$ cat config.mk
export PLATFORM = sky130hd
export DESIGN_NAME = theta_update
export DESIGN_NICKNAME = d
export VERILOG_FILES = /design/src/rtl/theta_update.sv
export SDC_FILE = /design/constraint.sdc
export NUM_CORES = 1
export LEC_CHECK = 0
export BUFFER_PORTS_ARGS = -buffer_cell sky130_fd_sc_hd__buf_2
export CAP_MARGIN = 20
export CELL_PAD_IN_SITES_DETAIL_PLACEMENT = 0
export CELL_PAD_IN_SITES_GLOBAL_PLACEMENT = 1
export CORE_MARGIN = 2
export CORE_UTILIZATION = 40
export DETAILED_ROUTE_END_ITERATION = 12
export PLACE_DENSITY = 0.72
export SLEW_MARGIN = 20
export SYNTH_ARGS = -nofsm -noshare
export SYNTH_HDL_FRONTEND = slang
export SYNTH_SLANG_ARGS = --single-unit
$ cat constraint.sdc
create_clock -name clk -period 10.8 [get_ports clk]
set_clock_uncertainty 0.2 [all_clocks]
set_input_delay 1.62 -clock clk [delete_from_list [all_inputs] [get_ports clk]]
set_output_delay 1.62 -clock clk [all_outputs]
set_load 0.02 [all_outputs]
$ cat src/rtl/theta_update.sv
// Serial gradient-step parameter update: teta_j -= ((h - y) * x_j) >>> SHIFT, one element per cycle.
// Optional THETA_UPDATE_ROUND_EN selects round-half-up instead of floor for the shifted product.
module theta_update #(
    parameter int DW    = 8,
    parameter int N     = 8,
    parameter int IW    = 3,
    parameter int SHIFT = 3
) (
    input  logic            clk,
    input  logic            reset,
    input  logic            enable,
    input  logic [N*DW-1:0] x,
    input  logic [N*DW-1:0] teta,
    input  logic [DW-1:0]   h,
    input  logic [DW-1:0]   y,
    output logic [N*DW-1:0] teta_out,
    output logic            busy,
    output logic            done
);

    localparam logic [1:0] S_IDLE = 2'd0;
    localparam logic [1:0] S_ERR  = 2'd1;
    localparam logic [1:0] S_UPD  = 2'd2;
    localparam logic [1:0] S_DONE = 2'd3;

    localparam int PW = 2 * DW + 1;
    localparam int RW = 2 * DW + 2;
    localparam int MAXI = 2 ** (DW - 1) - 1;
    localparam int MINI = -(2 ** (DW - 1));
    localparam logic signed [RW-1:0] MAXV = RW'(MAXI);
    localparam logic signed [RW-1:0] MINV = RW'(MINI);

    logic [1:0]             state_q, state_d;
    logic [IW-1:0]          idx_q;
    logic signed [DW:0]     e_q;
    logic signed [DW-1:0]   h_q, y_q;
    logic signed [DW-1:0]   x_q    [N];
    logic signed [DW-1:0]   teta_q [N];
    logic [N*DW-1:0]        teta_out_q;

    logic signed [DW-1:0]   x_sel, t_sel;
    logic signed [PW-1:0]   p;
    logic signed [RW-1:0]   p_ext, d, r;
    logic signed [DW-1:0]   r_sat;
    logic                   last;

    assign last = (idx_q == IW'(N - 1));

    always_comb begin
        x_sel = x_q[idx_q];
        t_sel = teta_q[idx_q];
        p     = PW'(e_q) * PW'(x_sel);
        p_ext = RW'(p);
`ifdef THETA_UPDATE_ROUND_EN
        d     = (p_ext + (RW'(1) <<< (SHIFT - 1))) >>> SHIFT;
`else
        d     = p_ext >>> SHIFT;
`endif
        r     = RW'(t_sel) - d;
        if (r > MAXV)
            r_sat = MAXV[DW-1:0];
        else if (r < MINV)
            r_sat = MINV[DW-1:0];
        else
            r_sat = r[DW-1:0];
    end

    always_comb begin
        state_d = state_q;
        case (state_q)
            S_IDLE:  if (enable) state_d = S_ERR;
            S_ERR:   state_d = S_UPD;
            S_UPD:   if (last) state_d = S_DONE;
            default: state_d = S_IDLE;
        endcase
    end

    always_ff @(posedge clk or negedge reset) begin
        if (!reset) begin
            state_q    <= S_IDLE;
            idx_q      <= '0;
            e_q        <= '0;
            h_q        <= '0;
            y_q        <= '0;
            teta_out_q <= '0;
            for (int unsigned i = 0; i < N; i++) begin
                x_q[i]    <= '0;
                teta_q[i] <= '0;
            end
        end else begin
            state_q <= state_d;
            case (state_q)
                S_IDLE: if (enable) begin
                    h_q <= h;
                    y_q <= y;
                    for (int unsigned i = 0; i < N; i++) begin
                        x_q[i]    <= x[(N-1-i)*DW +: DW];
                        teta_q[i] <= teta[(N-1-i)*DW +: DW];
                    end
                end
                S_ERR: begin
                    e_q   <= (DW+1)'(h_q) - (DW+1)'(y_q);
                    idx_q <= '0;
                end
                S_UPD: begin
                    teta_q[idx_q] <= r_sat;
                    idx_q         <= idx_q + IW'(1);
                    // The final element bypasses teta_q so teta_out is whole on entry to DONE.
                    if (last) begin
                        for (int unsigned i = 0; i < N; i++)
                            teta_out_q[(N-1-i)*DW +: DW] <= (IW'(i) == idx_q) ? r_sat : teta_q[i];
                    end
                end
                default: ;
            endcase
        end
    end

    assign teta_out = teta_out_q;
    assign busy     = (state_q == S_ERR) || (state_q == S_UPD);
    assign done     = (state_q == S_DONE);

endmodule

# --- After elaboration in Yosys (flattened, before gate mapping) ---
# Index checks and enable logic that the tools add are counted.
word_totals:
  mem_bits_ro: 0
  out_inout_bits: 66
  latch_bits: 0
  ramBits: 0
  n_memories: 0
  reg_bits: 222
  input_bits: 147
  word_cells: 79
classes:
  n_lt_le_gt_ge: 4
  eq_ne: 13
  muxes: 25
  add_sub_neg: 3
  n_mul: 1
  n_shift: 0
  n_bitwise: 1
  div: 0
  reduce_logical: 10
ops:
  columns: ["op", "count"]
  rows:
  - ["64-bit case mux with 2 select lines", 1]
  - ["8-bit 2-to-1 mux", 15]
  - ["64-bit bitwise mux", 1]
  - ["64-bit 2-to-1 mux", 1]
  - ["8-bit binary-select mux with 3-bit select", 2]
  - ["8-bit demux with 3-bit select", 1]
  - ["9-bit by 8-bit multiplier with 17-bit output", 1]
  - ["15-bit by 8-bit > comparator with 1-bit output, second input constant", 1]
  - ["15-bit by 8-bit less-than comparator with 1-bit output, second input constant", 1]
  - ["8-bit by 14-bit subtractor with 15-bit output", 1]
  - ["3-bit == test, first input constant", 4]
  - ["8-bit by 8-bit subtractor with 9-bit output", 1]
  - ["2-bit AND reduction", 4]
  - ["2-bit by 3-bit == test with 1-bit output, first input constant", 2]
  - ["2-bit case mux with 3 select lines", 1]
  - ["3-bit case mux with 2 select lines", 1]
  - ["2-bit == test, second input constant", 2]
  - ["4-bit greater-or-equal comparator, second input constant", 1]
  - ["4-bit by 1-bit less-than comparator with 1-bit output, second input constant", 1]
  - ["2-bit 2-to-1 mux", 2]
  - ["2-bit inequality test, second input constant", 2]
  - ["3-bit inverter with 4-bit output", 1]
  - ["2-bit nonzero test", 2]
  - ["3-bit by 1-bit adder with 3-bit output, second input constant", 1]
  - ["other kinds (7)", 7]

# --- Logic depth before layout (Yosys ltp) ---
# Gate-level depths: netlist (run 1).
logic_depth:
  ltp_word: 11
  mapped_depth: 35
  mapped_depth_nobuf: 31

# --- Least setup slack after synthesis (run 1) ---
# OpenSTA, ideal clock, no wires.
synth_path:
  path_kind: "reg2reg"
  start: "register idx_q[1]"
  end: "register teta_q[10] (netlist name)"
  required_time_ns: 10.533
  period_less_slack_ns: 8.215
  setup_ns: 0.067
  path_slack_ns: 2.585
  t_arrival_ns: 7.948
  n_path_buf: 4
  path_stages_with_launch: 30
  path_cell_list: "dfrtp_1 -> clkbuf_1 -> clkinv_1 -> nor3_1 -> a22oi_1 -> and4_1 -> clkbuf_1 -> or2_2 -> fa_1 -> fa_1 -> inv_1 -> fa_1 -> fa_1 -> ha_1 -> a21oi_1 -> o21bai_1 -> a21oi_1 -> o21ba_2 -> o21ai_0 -> o41ai_1 -> xnor2_1 -> ha_1 -> buf_1 -> nor3_1 -> a211oi_1 -> o311ai_1 -> o41ai_2 -> buf_2 -> nor3b_2 -> a221o_1"
synth_between:
  elab_chain_cells: 11
  elab_cells_between_ends: 20
  cone_classes: "1 x add/sub; 1 x mul; 4 x order compare; 12 x mux; 1 x bitwise; 1 x reduce/logical"
synth_rtl:
  columns: ["item", "line_no", "source"]
  rows:
  - ["from (decl)", "34", "logic [IW-1:0] idx_q;"]
  - ["from (signal assigned)", "107", "idx_q <= idx_q + IW'(1);"]
  - ["3-bit inverter with 4-bit output (implied by the code) *", "50, 51, 106", null]
  - ["8-bit binary-select mux with 3-bit select", "50", "x_sel = x_q[idx_q];"]
  - ["8-bit 2-to-1 mux (implied by the code) (2 in a row)", "50", null]
  - ["9-bit by 8-bit multiplier with 17-bit output", "52", "p = PW'(e_q) * PW'(x_sel);"]
  - ["8-bit by 14-bit subtractor with 15-bit output", "59", "r = RW'(t_sel) - d;"]
  - ["15-bit by 8-bit less-than comparator with 1-bit output", "62", "else if (r < MINV)"]
  - ["8-bit 2-to-1 mux", "62", null]
  - ["8-bit 2-to-1 mux", "60", "if (r > MAXV)"]
  - ["64-bit bitwise mux *", "106", "teta_q[idx_q] <= r_sat;"]
  - ["64-bit case mux with 2 select lines *", "92", "case (state_q)"]
  - ["to (signal, indexed assignment)", "98", "teta_q[i] <= teta[(N-1-i)*DW +: DW];"]
  - ["to (signal, indexed assignment)", "106", null]
  - ["to (decl)", "38", "logic signed [DW-1:0] teta_q [N];"]
# Mark *: on every way between the ends. The rest lies on a longest branch, timed or not. The select of a mux whose other input is x is not followed.
# A chain may end at the register's enable or synchronous reset.

# --- Worst setup path in the final report (run 1) ---
layout_path:
  start: "register idx_q[2]"
  end: "register teta_out_q[19] (netlist: teta_out[19])"
layout_between:
  elab_chain_cells: 10
  elab_cells_between_ends: 17
  cone_classes: "1 x add/sub; 1 x mul; 2 x order compare; 2 x eq/ne; 9 x mux; 1 x bitwise; 1 x reduce/logical"
layout_rtl:
  columns: ["item", "line_no", "source"]
  rows:
  - ["3-bit inverter with 4-bit output (implied by the code)", "50, 51", null]
  - ["8-bit binary-select mux with 3-bit select", "50", null]
  - ["8-bit 2-to-1 mux (implied by the code) (2 in a row)", "50", null]
  - ["9-bit by 8-bit multiplier with 17-bit output", "52", null]
  - ["8-bit by 14-bit subtractor with 15-bit output", "59", null]
  - ["15-bit by 8-bit less-than comparator with 1-bit output", "62", null]
  - ["8-bit 2-to-1 mux", "62", null]
  - ["8-bit 2-to-1 mux", "60", null]
  - ["8-bit 2-to-1 mux", "111", "teta_out_q[(N-1-i)*DW +: DW] <= (IW'(i) == idx_q) ? r_sat : teta_q[i];"]
  - ["to (signal, indexed assignment)", "111", null]
  - ["to (decl)", "39", "logic [N*DW-1:0] teta_out_q;"]
# Several ways; a longest one is shown, not always the timed one. The select of a mux whose other input is x is not followed.

==> impl_metrics.tcl, run 1 <==
set metrics [dict create \
    rows 68 \
    status "finished, final reports clean" \
    wire_per_inst_um 20.6 \
    cts-resized-gates 0 \
    cp-start-kind "flip-flop" \
    grt_max_degree 100 \
    die_w_um 192 \
    drc 0 \
    dr.pass1.iters 5 \
    synth_largest_area_cell "dfrtp_1" \
    grt_pass1_vias 12500 \
    finalMaxSlewViolations 0 \
    cp-startpoint "idx_q[2]" \
    path_clk_slew_ps 60 \
    ys_async_sr_fraction_pct 100 \
    synth_top_area_share_pct 39.5 \
    wl_um 45400 \
    die_h_um 192 \
    syn_to_final_growth_pct 16.9 \
    num_antenna_cells 0 \
    viasPerCell 5.64 \
    ctsHtreeMaxLevel 1 \
    syn_inst 1553 \
    ff2ff_path_depth 28 \
    setup_ws_ps 1120 \
    cts_tree "built" \
    ys_top_cells_by_area "dfrtp_1, fa_1, a22oi_1" \
    grt-ovfl-total 0 \
    ys_seq_elements 222 \
    io_pins 213 \
    placed_cells 2160 \
    multiInputGateArea_mm2 0.00780 \
    insertion_delay_ps 530 \
    ant_nets 0 \
    hold_viol 0 \
    setup_viol 0 \
    relSlewSlack_pct 34.1 \
    dieArea_mm2 0.0367 \
    crit_path_max_fanout 22 \
    synth_area_mm2 0.0141 \
    synthesis.nets 1824 \
    critical_path.max_stage_delay_ps 870 \
    yosys_warnings 0 \
    timing.final.crit_share_pct 89.6 \
    cts_buffer_depth 3 \
    rsz0062_at_grt "no" \
    crit_slowest_cell "nor2_1" \
    fin_crit_ps 9680 \
    clkSinkCount 222 \
    grt_antenna_before_repair 0 \
    vias 12400 \
    synth_ff_type "dfrtp_1" \
    layout.nets 2003 \
    coreArea_mm2 0.0346 \
    synth_edf_count 0 \
    tns_ps 0 \
    place_hpwl_um 33600 \
    drive_gt1_share_pct 17.2 \
    cts_setup_buffers 0 \
    grt_usage_pct 25.0 \
    tightestPinTransition_ps 984 \
    r2r_start "idx_q[2]" \
    n_fill_cell 3387 \
    start_util_pct 40.6 \
    ys_types 61 \
    root_buffer "clkbuf_16" \
    avgSynthCellArea_um2 9.06 \
    cp_data_required_time_ps 10970 \
    max_cap_viol_count 0 \
    r2r_end "teta_out[19]" \
    place_congestion 0.844 \
    worstPathArrival_ps 9850 \
    cp-end-kind "flip-flop" \
    ys_seq_area_share_pct 39.5 \
    timing.hold.ws_ps 275 \
    io_buffers 212 \
    final_cells 2205 \
    place_ws_ps 1250 \
    crit_path_end "teta_out[19]" \
    drtIter0Drc 1099 \
    ff2ff_setup_slack_ps 1120 \
    critical_path_class "reg2reg" \
    hold_class "reg2reg" \
    cts_hold_buffers 0 \
    numCtsBuffers 25 \
    path_common_cell "fa_1" \
    seq_area_mm2 0.00556 \
    max_freq_mhz 103 \
    grt_pass1_wl_um 71200 \
]
==> routing by layer <==
layer | global-route usage [%] | wire, µm | vias to the layer above | share of wire [%]
met1 | 34.5 | 20200 | 6029 | 44
li1 | - | - | 5826 | -
met2 | 41.0 | 20900 | 515 | 46
met4 | 6.95 | 1330 | 0 | 2.9
met5 | 0 | 0 | - | 0
met3 | 3.84 | 3040 | 73 | 6.7
==> layout by cell type (no fill, tap or decap), drive strengths merged, types with 9 or more instances in the layout <==
cell type	n
nand4	9
nand2	279
a21oi	48
a31oi	15
ha	61
clkbuf	37
nand2b	15
o21ai	121
a22oi	150
a221o	40
nor2	79
nand3	26
xnor2	22
fa	63
inv	121
dfrtp	222
buf	234
nor3b	15
nor2b	36
nor3	24
and2	15
a22o	14
==> synth_stat cells (15+ instances only) <==
master      n
dfrtp_1   222
nand2b_1   15
nand2_1   279
fa_1       63
a21oi_1    48
a221o_1    40
nand3_1    26
clkbuf_1   62
xnor2_1    22
nor2_1     79
nor3_1     24
o21ai_0   121
nor2b_1    36
a31oi_1    15
inv_1     118
a22oi_1   150
ha_1       61
==> how the worst min path moves through the flow <==
stage | startpoint | slack [ps] | cells past startpoint | endpoint
after detailed placement | x_q[19] | 260 | 2 | x_q[19]
after global placement | x_q[43] | 260 | 2 | x_q[43]
final | teta_out[63] | 280 | 1 | teta_out[63]
after floorplan | x_q[0] | 250 | 2 | x_q[0]
after global routing | h_q[2] | 290 | 2 | h_q[2]
after CTS | x_q[40] | 280 | 2 | x_q[40]
==> sequential cells by signal, indices dropped and copies added, names as in the netlist <==
name and flops:
idx_q 3, y_q 8, h_q 8, e_q 9
x_q 64, teta_q 64, state_q 2, teta_out 64
==> critical path: cells and delay by family, from the launching register on <==
| kind | cells | cell delay [ps] |
|---|---|---|
| adder cells (fa/ha/maj) | 6 | 2740 |
| AO/OA/AOI/OAI | 9 | 1970 |
| buffers and inverters | 5 | 840 |
| AND/OR/NAND/NOR | 7 | 2780 |
| XOR/XNOR | 1 | 140 |
| flip-flops | 1 | 840 |
==> per-stage QoR <==
step | utilization (%) | cell area (µm²)
after floorplan | - | 14100
after global placement | 45.1 | 15600
after detailed placement | 45.1 | 15600
after CTS | 47.5 | 16500
after global routing | 47.5 | 16500
final | 47.5 | 16500
==> kinds of logic after synthesis <==
group                      share of synthesized area, %
and+or+nand+nor                                    17.1
DFF                                                39.5
buffers and inverters                              5.53
xor gates and xnor gates                           1.68
muxes                                             0.231
AOI/OAI and AO/OA                                  21.6
adders and majority gates                          14.4
==> cell type report <==
type                            count  share of cell area (%)
Sequential cell                   222                    33.8
Timing Repair Buffer              234                    7.51
Inverter                          123                    2.81
Multi-Input combinational cell   1126                    47.4
Clock inverter                      8                   0.570
Clock buffer                       37                    4.50
Tap cell                          455                    3.46
Power of run 1 is left out: the tool's default activity adds up to more than one toggle a clock period on the data nets, which glitch-free logic cannot reach.
==> run 2, diff against run 1 <==
Settings changed: SLEW_MARGIN 20 to 40.
Clock period 10.8 ns to 9.2 ns, I/O delays scaled along.
==> impl_metrics.tcl, run 2 (synthesis results as in run 1) <==
set metrics [dict create \
    cp-end-kind "flip-flop" \
    tns_ps 0 \
    hold_class "reg2reg" \
    relSlewSlack_pct 49.7 \
    wire_per_inst_um 20.0 \
    start_util_pct 40.6 \
    worstPathArrival_ps 8810 \
    crit_path_max_fanout 12 \
    finalMaxSlewViolations 0 \
    cp_num_buf_inv 6 \
    vias 12400 \
    critical_path_class "reg2reg" \
    clkSinkCount 222 \
    path_clk_slew_ps 60 \
    status "finished, final reports clean" \
    grt_max_degree 92 \
    viasPerCell 5.58 \
    cts_setup_buffers 0 \
    dieArea_mm2 0.0367 \
    die_w_um 192 \
    grt_pass1_wl_um 69700 \
    io_buffers 212 \
    cts_buffer_depth 3 \
    crit_slowest_cell "dfrtp_1" \
    ff2ff_path_depth 29 \
    setup_viol 0 \
    wl_um 44500 \
    hold_viol 0 \
    r2r_start "idx_q[0]" \
    drc 0 \
    place_congestion 0.886 \
    cp_top_family "adder cells" \
    die_h_um 192 \
    insertion_delay_ps 530 \
    grt_usage_pct 24.4 \
    timing.final.crit_share_pct 93.5 \
    critical_path.max_stage_delay_ps 620 \
    fin_crit_ps 8600 \
    io_pins 213 \
    ff2ff_setup_slack_ps 600 \
    numCtsBuffers 25 \
    cp_data_required_time_ps 9410 \
    cp-startpoint "idx_q[0]" \
    path_depth 29 \
    root_buffer "clkbuf_16" \
    cts_tree "built" \
    dpl_cell_area_mm2 0.0158 \
    mostFrequentLayoutCells "nand2_1, dfrtp_1, buf_2, a22oi_1, o21ai_0" \
    layout.nets 2023 \
    place_hpwl_um 33400 \
    drtIter0Drc 1001 \
    rows 68 \
    ctsHtreeMaxLevel 1 \
    syn_to_final_growth_pct 17.9 \
    coreArea_mm2 0.0346 \
    rsz0062_at_grt "no" \
    final_core_util_pct 47.9 \
    layout_commonest_cell "nand2_1" \
    grt-ovfl-total 0 \
    design_area_mm2 0.0166 \
    grt_pass1_vias 12300 \
    n_fill_cell 3349 \
    max_freq_mhz 116 \
    cp-start-kind "flip-flop" \
    ant_nets 0 \
    max_cap_viol_count 0 \
    path_common_cell "fa_1" \
    tightestPinTransition_ps 755 \
    timing.hold.ws_ps 273 \
    drive_gt1_share_pct 18.4 \
    r2r_end "teta_q[60]" \
    dr.pass1.iters 5 \
    grt_antenna_before_repair 2 \
    crit_path_end "teta_q[60]" \
]
[run 2: worst min-delay path by stage]
stage / startpoint / end / slack [ps] / depth (start not counted)
final: teta_out[1] / teta_out[1] / 270 / 2
after global routing: teta_out[63] / teta_out[63] / 290 / 1
after CTS: x_q[45] / x_q[45] / 280 / 2
after detailed placement: x_q[37] / x_q[37] / 260 / 2
after global placement: teta_out[3] / teta_out[3] / 260 / 2
after floorplan: x_q[0] / x_q[0] / 250 / 2
[run 2: per-stage QoR]
stage          std cells  setup slack, ps
2_1_floorplan       1553              985
3_3_place_gp        2180              553
3_5_place_dp        2180              361
4_1_cts             2225              352
5_1_grt             2226             6.03
6_report            2226              596
[run 2: what timing repair did]
action / in CTS / in global routing
hold buffers: 0 / 0
gates resized for setup: 0 / 3
endpoints found under the setup margin: 0 / 91
[run 2: cell type report]
type	instances	area (µm²)	share of cell area [%]
diodes	1	2.50	0.0151
clock buffers	34	699	4.21
clock inverters	11	95.1	0.573
inverters	123	465	2.80
multi-input cells	1126	7810	47.1
flip-flops and latches	222	5560	33.5
well taps	455	569	3.43
repair buffers	254	1400	8.42
[run 2: routing by layer]
| layer | global-route usage (%) | vias up | wire length, µm |
|---|---|---|---|
| li1 | - | 5853 | - |
| met1 | 34.3 | 6012 | 20100 |
| met2 | 38.3 | 470 | 19700 |
| met3 | 3.78 | 83 | 3000 |
| met4 | 8.49 | 0 | 1600 |
| met5 | 0 | - | 0 |
[run 2: worst register-to-register path: cells and delay by family, from the launching register on]
family | cells | cell delay [ps]
adder cells (fa/ha/maj) | 6 | 2740
buffers and inverters | 6 | 970
AO/OA/AOI/OAI | 9 | 1910
AND/OR/NAND/NOR | 7 | 1940
XOR/XNOR | 1 | 140
flip-flops | 1 | 620
Power of run 2 is left out for the same reason.
==> run 3, diff against run 2 <==
--- a/config.mk
+++ b/config.mk
@@ -13,5 +13,5 @@
 export CORE_UTILIZATION = 40
 export DETAILED_ROUTE_END_ITERATION = 12
-export PLACE_DENSITY = 0.72
+export PLACE_DENSITY_LB_ADDON = 0.1
 export SLEW_MARGIN = 40
 export SYNTH_ARGS = -nofsm -noshare
==> constraint.sdc (replaced) <==
create_clock -name clk -period 9.2 [get_ports clk]
set_clock_uncertainty 0.2 [all_clocks]
set_input_delay 1.84 -clock clk [delete_from_list [all_inputs] [get_ports clk]]
set_output_delay 1.84 -clock clk [all_outputs]
set_load 0.02 [all_outputs]
==> impl_metrics.tcl, run 3 (synthesis results as in run 1) <==
set metrics [dict create \
    hold_depth 2 \
    drc 0 \
    hold_class "reg2reg" \
    place_hpwl_um 33700 \
    dieArea_mm2 0.0367 \
    drive_gt1_share_pct 18.3 \
    numCtsBuffers 26 \
    timing.final.crit_share_pct 93.7 \
    status "finished, final reports clean" \
    viasPerCell 5.58 \
    place_congestion 0.879 \
    setup_viol 0 \
    coreArea_mm2 0.0346 \
    insertion_delay_ps 540 \
    dr.pass1.iters 6 \
    grt_usage_pct 24.9 \
    layout.nets 2028 \
    layout_commonest_cell "nand2_1" \
    io_pins 213 \
    grt-ovfl-total 0 \
    setup_ws_ps 575 \
    vias 12400 \
    grt_max_degree 91 \
    path_clk_slew_ps 60 \
    cts_buffer_depth 3 \
    drtIter0Drc 951 \
    wire_per_inst_um 20.2 \
    ff2ff_path_depth 27 \
    hold_viol 0 \
    syn_to_final_growth_pct 18.2 \
    die_h_um 192 \
    cts-resized-gates 0 \
    place_ws_ps 295 \
    die_w_um 192 \
    crit_path_max_fanout 12 \
    rows 68 \
    worstPathArrival_ps 8840 \
    grt_pass1_wl_um 70700 \
    grt_antenna_before_repair 0 \
    grt_pass1_vias 12500 \
    cts_setup_buffers 0 \
    fin_crit_ps 8620 \
    finalMaxSlewViolations 0 \
    max_cap_viol_count 0 \
    io_buffers 212 \
    max_freq_mhz 116 \
    mostFrequentLayoutCells "nand2_1, dfrtp_1, buf_2, a22oi_1, o21ai_0" \
    wl_um 45000 \
    num_antenna_cells 0 \
    rsz0062_at_grt "no" \
    tns_ps 0 \
    root_buffer "clkbuf_16" \
    start_util_pct 40.6 \
    final_core_util_pct 48.1 \
    clkSinkCount 222 \
    cp-start-kind "flip-flop" \
    cp_data_required_time_ps 9410 \
    cp-end-kind "flip-flop" \
    cts_hold_buffers 0 \
    ant_nets 0 \
    cts_tree "built" \
    critical_path_class "reg2reg" \
    relSlewSlack_pct 44.8 \
    tightestPinTransition_ps 827 \
    ctsHtreeMaxLevel 1 \
]
[run 3: cell types whose count changed in the layout (fill, tap and decap cells not counted)]
cell / before / now
clkinvlp_4: 1 / 2
buf_4: 39 / 42
clkinv_2: 8 / 1
dfrtp_2: 1 / 2
inv_6: 1 / 0
clkinv_8: 1 / 0
nor2b_1: 36 / 35
nor2b_2: 0 / 1
clkbuf_1: 5 / 13
diode_2: 1 / 0
clkbuf_8: 4 / 3
buf_6: 3 / 4
dfrtp_1: 221 / 220
clkbuf_16: 25 / 27
[run 3: per-layer routing]
| metal | global-route usage [%] | share of wire, % |
|---|---|---|
| met1 | 32.4 | 43 |
| met2 | 41.7 | 47 |
| met3 | 3.89 | 6.3 |
| met4 | 9.23 | 3.8 |
| met5 | 0 | 0 |
[run 3: layout make-up]
cell class	instances	area, µm²
Multi-Input combinational cell	1126	7810
Sequential cell	222	5560
Fill cell	3412	18000
Inverter	123	465
Clock buffer	43	766
Timing Repair Buffer	258	1430
Tap cell	455	569
Clock inverter	3	42.5
[run 3: worst paths after layout]
check | startpoint | to | slack [ps]
worst max-delay path | idx_q[1] | teta_q[45] | 580
worst min-delay path | x_q[38] | x_q[38] | 270
worst max register to register | idx_q[1] | teta_q[45] | 580
worst min register to register | x_q[38] | x_q[38] | 270
max in group asynchronous | reset | x_q[40] | 6550
min in group asynchronous | reset | teta_out[1] | 1110
[run 3: through the flow]
stage                     instance area, µm²  cells  hold slack, ps
after CTS                              16600   2230             278
final                                  16600   2230             269
after global routing                   16600   2230             285
after floorplan                        14100   1553             246
after global placement                 15800   2184             258
after detailed placement               15800   2184             264
[run 3: worst max-delay path, cell delays in order (launching register included)]
cell        delay [ps]
dfrtp_2            520
clkinvlp_4         280
nor3_2             280
buf_4              300
a22oi_1            140
and4_1             330
or2_2              340
fa_1               520
fa_1               560
inv_1               60
fa_1               500
fa_1               490
ha_1               320
inv_1               90
o21bai_1            70
a21oi_1            230
o21bai_1           120
a21oi_1            180
xnor2_1            140
ha_1               300
a21oi_1            330
o21ai_0            250
or2_1              290
a311oi_1           450
a41oi_1            200
buf_4              220
or2_1              410
a221o_1            380
Power of run 3 is left out for the same reason.
